## config.mk

```make
export PLATFORM = sky130hd
export DESIGN_NAME = eth_10g_mac_st_status_ready_adapter
export DESIGN_NICKNAME = d
export VERILOG_FILES = /design/src/rtl/eth_10g_mac_st_status_ready_adapter.sv
export SDC_FILE = /design/constraint.sdc
export NUM_CORES = 1
export LEC_CHECK = 0
export ABC_AREA = 1
export CAP_MARGIN = 40
export CORE_UTILIZATION = 64
export CTS_CLUSTER_SIZE = 40
export DETAILED_ROUTE_END_ITERATION = 10
export GPL_TIMING_DRIVEN = 0
export HOLD_SLACK_MARGIN = 0.15
export MAX_ROUTING_LAYER = met4
export PLACE_DENSITY_LB_ADDON = 0.08
export RECOVER_POWER = 25
export SLEW_MARGIN = 40
export SYNTH_ARGS = -nofsm -noshare
export SYNTH_HDL_FRONTEND = slang
export SYNTH_SLANG_ARGS = --single-unit
```

## constraint.sdc

```tcl
create_clock -name clk -period 10.3 [get_ports clk]
set_input_delay 2.575 -clock clk [delete_from_list [all_inputs] [get_ports clk]]
set_output_delay 2.575 -clock clk [all_outputs]
set_load 0.01 [all_outputs]
```

## src/rtl/eth_10g_mac_st_status_ready_adapter.sv

```systemverilog
// Avalon-ST timing adapter for the 40-bit 10G MAC status/statistics path.
// The status source has no ready input, so beats are buffered in a small show-ahead FIFO.
// The sink applies backpressure through out_ready. A beat that arrives while the FIFO is full
// and nothing is popping is dropped and flagged on overflow.
//
// Ports:
//   clk, reset_n          single clock, asynchronous active-low reset
//   in_valid/in_data/in_error     source beat (no backpressure to source)
//   out_ready             sink ready, ready latency 0
//   out_valid/out_data/out_error  registered head-of-FIFO beat
//   fill_level            number of stored beats, 0..DEPTH
//   overflow              one-cycle pulse after an incoming beat was dropped
//
// Optional feature (macro ETH_10G_STATUS_DROP_COUNTER_EN):
//   drop_count_clr        synchronous clear of the drop counter
//   drop_count            saturating 16-bit count of dropped beats

module eth_10g_mac_st_status_ready_adapter #(
  parameter int unsigned DATA_W     = 40,
  parameter int unsigned ERR_W      = 7,
  parameter int unsigned DEPTH_LOG2 = 3    // legal range 1..6
) (
  input  logic                  clk,
  input  logic                  reset_n,
  input  logic                  in_valid,
  input  logic [DATA_W-1:0]     in_data,
  input  logic [ERR_W-1:0]      in_error,
  input  logic                  out_ready,
  output logic                  out_valid,
  output logic [DATA_W-1:0]     out_data,
  output logic [ERR_W-1:0]      out_error,
  output logic [DEPTH_LOG2:0]   fill_level,
  output logic                  overflow
`ifdef ETH_10G_STATUS_DROP_COUNTER_EN
  ,
  input  logic                  drop_count_clr,
  output logic [15:0]           drop_count
`endif
);

  localparam int unsigned Depth  = 1 << DEPTH_LOG2;
  localparam int unsigned EntryW = DATA_W + ERR_W;
  localparam int unsigned PtrW   = DEPTH_LOG2 + 1;

  typedef logic [PtrW-1:0]   ptr_t;
  typedef logic [EntryW-1:0] entry_t;

  // Pointers that differ only in the wrap bit mean the FIFO is full.
  localparam ptr_t FullXor = ptr_t'(Depth);

  entry_t mem_q [Depth];

  ptr_t   wptr_q, wptr_d;
  ptr_t   rptr_q, rptr_d;
  ptr_t   fill_q, fill_d;
  logic   out_valid_q, out_valid_d;
  entry_t head_q, head_d;
  logic   overflow_q;

  logic   full;
  logic   pop;
  logic   push;
  logic   drop;

  assign full = ((wptr_q ^ rptr_q) == FullXor);
  assign pop  = out_valid_q & out_ready;
  // A pop in the same cycle frees a slot, so a full FIFO still accepts the beat.
  assign push = in_valid & (~full | pop);
  assign drop = in_valid & full & ~pop;

  always_comb begin
    rptr_d      = rptr_q + ptr_t'(pop);
    wptr_d      = wptr_q + ptr_t'(push);
    out_valid_d = (rptr_d != wptr_d);

    // Head register is reloaded on the same edge so a continuous sink sees 1 beat/cycle.
    // If the incoming beat lands exactly at the new head slot (FIFO empty after this edge's
    // pop), it bypasses the array; otherwise the head comes from storage. With nothing
    // left, the last value is held.
    head_d = head_q;
    if (push && (wptr_q == rptr_d)) begin
      head_d = {in_data, in_error};
    end else if (out_valid_d) begin
      head_d = mem_q[rptr_d[DEPTH_LOG2-1:0]];
    end

    fill_d = fill_q;
    unique case ({push, pop})
      2'b10:   fill_d = fill_q + ptr_t'(1);
      2'b01:   fill_d = fill_q - ptr_t'(1);
      default: fill_d = fill_q;
    endcase
  end

  // Storage array is intentionally not reset.
  always_ff @(posedge clk) begin
    if (push) begin
      mem_q[wptr_q[DEPTH_LOG2-1:0]] <= {in_data, in_error};
    end
  end

  always_ff @(posedge clk or negedge reset_n) begin
    if (!reset_n) begin
      wptr_q      <= '0;
      rptr_q      <= '0;
      fill_q      <= '0;
      out_valid_q <= 1'b0;
      head_q      <= '0;
      overflow_q  <= 1'b0;
    end else begin
      wptr_q      <= wptr_d;
      rptr_q      <= rptr_d;
      fill_q      <= fill_d;
      out_valid_q <= out_valid_d;
      head_q      <= head_d;
      overflow_q  <= drop;
    end
  end

  assign out_valid  = out_valid_q;
  assign out_data   = head_q[EntryW-1:ERR_W];
  assign out_error  = head_q[ERR_W-1:0];
  assign fill_level = fill_q;
  assign overflow   = overflow_q;

`ifdef ETH_10G_STATUS_DROP_COUNTER_EN
  logic [15:0] drop_cnt_q, drop_cnt_d;

  // A clear that coincides with a drop leaves the count at 1, not 0.
  always_comb begin
    drop_cnt_d = drop_cnt_q;
    if (drop_count_clr) begin
      drop_cnt_d = {15'd0, drop};
    end else if (drop && (drop_cnt_q != 16'hFFFF)) begin
      drop_cnt_d = drop_cnt_q + 16'd1;
    end
  end

  always_ff @(posedge clk or negedge reset_n) begin
    if (!reset_n) begin
      drop_cnt_q <= '0;
    end else begin
      drop_cnt_q <= drop_cnt_d;
    end
  end

  assign drop_count = drop_cnt_q;
`endif

endmodule
```

==> results.sh <==
export IMPL_status="finished, violations left"
export IMPL_violations="capacitance limit, slew limit"
export IMPL_mostFrequentLayoutCell="nand2_1"
export IMPL_initial_utilization_pct=65.1
export IMPL_peakVddDrop_uv=187
export IMPL_maxCapViolations=1
export IMPL_r2r_slack_ps=6880
export IMPL_p_leak_nw=9.58
export IMPL_synth_seq_cells=437
export IMPL_boundaryPins=104
export IMPL_synth_area_leader_cell="edfxtp_1"
export IMPL_syn_to_final_growth_pct=18.4
export IMPL_hold_path_class="reg -> reg"
export IMPL_via_count=13800
export IMPL_critPathTopFamily="buffers and inverters"
export IMPL_clockBufferDepth=3
export IMPL_grt_pass1_vias=13400
export IMPL_io_buffers=103
export IMPL_synth_adder_area_share_pct=0.574
export IMPL_end_kind="asynchronous set/reset pin"
export IMPL_viasPerCell=5.58
export IMPL_drt_iter0_markers=1531
export IMPL_path_max_fanout=48
export IMPL_antennaDiodeCount=0
export IMPL_finalSetupViolCount=0
export IMPL_cp_cell_sequence="clkbuf_1 > clkbuf_1"
export IMPL_wl_mm=46.1
export IMPL_p_int_w=0.00436
export IMPL_drv_slew=49
export IMPL_power_density_mw_per_mm2=335
export IMPL_dieArea_mm2=0.0300
export IMPL_synth_simple_area_share_pct=24.0
export IMPL_grt_max_degree=49
export IMPL_wl_per_cell_um=18.6
export IMPL_slew_headroom_pct=-98.2
export IMPL_ys_top_cells_by_area="edfxtp_1, nand2_1, dfrtp_1"
export IMPL_drc_errors=0
export IMPL_gp_congestion=0.884
export IMPL_crit_buf_inv=2
export IMPL_antenna_found_initial=2
export IMPL_cts_setup_buffers=0
export IMPL_cpPeakStageDelay_ps=2160
export IMPL_period_minus_slack_ps=5450
export IMPL_fin_worst_skew_ps=13.0
export IMPL_hold_viol=0
export IMPL_synth_edf_count=376
export IMPL_syn_avg_cell_area_um2=9.92
export IMPL_power_w=0.00745
export IMPL_synthFlopType="edfxtp_1"
export IMPL_crit_slowest_cell="clkbuf_1"
export IMPL_cts_sinks=437
export IMPL_synth_distinct_cells=26
export IMPL_p_comb_share_pct=46.7
export IMPL_clockPowerShare_pct=20.8
export IMPL_worstSetupStartpointType="input port"
export IMPL_overflow=0
export IMPL_syn_nets=1949
export IMPL_layout_nets=2124
export IMPL_p_switching_w=0.00309
export IMPL_synth_xor_area_share_pct=0.187
export IMPL_rsz0062_at_grt="no"
export IMPL_syn_inst=1890
export IMPL_grt_use_total_pct=32.3
export IMPL_synth_area_mux_share_pct=0.0601
export IMPL_die_y_um=173
export IMPL_cts_resized_gates=0
export IMPL_cp_arrival_ps=5440
export IMPL_clk_pin_slew_ps=60
export IMPL_fillers=1860
export IMPL_cts_root_buf="clkbuf_16"
export IMPL_hpwl_mm=30.4
export IMPL_layout_common_cells="nand2_1, edfxtp_1, clkdlybuf4s50_1, o21ai_0, inv_1"
export IMPL_synth_top_area_share_pct=60.2
export IMPL_fin_tns_setup_ps=0
export IMPL_dr_pass1_iters=7
export IMPL_max_freq_mhz=183
export IMPL_hold_buffers=0
export IMPL_synth_compound_area_share_pct=2.62
export IMPL_synth_top_family_by_area="simple AND/OR/NAND/NOR gates"
export IMPL_die_w_um=173
export IMPL_netlist_area_mm2=0.0187
export IMPL_synth_warnings=0
export IMPL_ys_seq_area_share_pct=68.4
export IMPL_async_flop_share_pct=14.0
export IMPL_htree_levels=2
export IMPL_core_mm2=0.0288
export IMPL_cpMostUsedCell="clkbuf_1"
export IMPL_fin_crit_sh_pct=52.9
export IMPL_swShare_pct=41.5
export IMPL_tightest_slew_ps=2970
export IMPL_grt_pass1_wl_mm=71.4
export IMPL_path_class="in -> async"
export IMPL_numCtsBuffers=44
export IMPL_seqPwrFrac_pct=32.5
export IMPL_cts_tree="done"
export IMPL_cp_required_ps=10290
export IMPL_ant_nets=0
export IMPL_fp_row_count=62
export IMPL_drive_gt1_share_pct=8.10
export IMPL_clkLatencyLatePin_ps=540
sequential cells by signal (all words and copies together), names as in the netlist:
signal	flops
fill_level	4
head_q	47
mem_q	376
out_valid	1
overflow	1
rptr_q	4
wptr_q	4
layout make-up:
class	count	area, µm²	area share, %
Tap cell	384	480	2.16
Inverter	70	265	1.19
Buffer	99	513	2.31
Clock buffer	65	1260	5.68
Sequential cell	437	12800	57.7
Timing Repair Buffer	129	1520	6.83
Clock inverter	14	138	0.620
Multi-Input combinational cell	1284	5210	23.5
per-layer routing:
metal	share of wire [%]	vias to the layer above	GRT usage (%)
met3	9.2	145	4.07
met2	48	786	51.4
met5	0	-	-
met4	4.4	0	15.0
li1	-	6474	-
met1	38	6438	41.8
through the flow:
stage	cells	utilization [%]	worst slack (ps)	hold WS, ps	instance area, µm²
6_report	2482	77.1	4850	506	22200
5_1_grt	2482	77.1	4260	531	22200
4_1_cts	2482	77.3	5090	510	22200
3_5_place_dp	2403	72.4	4570	492	20800
3_3_place_gp	2377	70.4	2330	490	20300
2_1_floorplan	1890	-	4780	511	18700
Yosys cell counts, drive strengths merged, types with 3 or more instances:
cell,n
ha,7
dfrtp,61
nand4,5
inv,69
buf,71
o21ai,97
nand3,55
nor2,62
clkbuf,28
edfxtp,376
xor2,3
nand2,1051
power groups by stage:
stage | registers [W] | logic (W) | clock network (W)
6_report | 0.00242 | 0.00348 | 0.00155
5_1_grt | 0.00245 | 0.00386 | 0.00162
4_1_cts | 0.00242 | 0.00345 | 0.00155
3_5_place_dp | 0.00245 | 0.00340 | 0
3_3_place_gp | 0.00247 | 0.00319 | 0
2_1_floorplan | 0.00249 | 0.00213 | 0
cell families (layout without fill, tap and decap cells):
| family | count (synthesis) | after routing |
|---|---|---|
| compound gates | 98 | 98 |
| xor+xnor | 4 | 4 |
| fa+ha+maj | 8 | 8 |
| buf+inv | 169 | 377 |
| flops | 437 | 437 |
| mux | 1 | 1 |
| simple gates | 1173 | 1173 |
final timing paths:
kind                                        start                endpoint  cells after the start
max in group clk                        out_ready   head_q[1]$_DFFE_PN0P_                     17
min in group asynchronous                 reset_n  head_q[42]$_DFFE_PN0P_                      1
hold reg to reg            head_q[38]$_DFFE_PN0P_  head_q[38]$_DFFE_PN0P_                      2
setup / recovery                          reset_n  head_q[21]$_DFFE_PN0P_                      2
setup reg to reg              wptr_q[1]$_DFF_PN0_  head_q[31]$_DFFE_PN0P_                     20
hold / removal             head_q[38]$_DFFE_PN0P_  head_q[38]$_DFFE_PN0P_                      2
No activity file was read; power rests on OpenSTA's default activity.
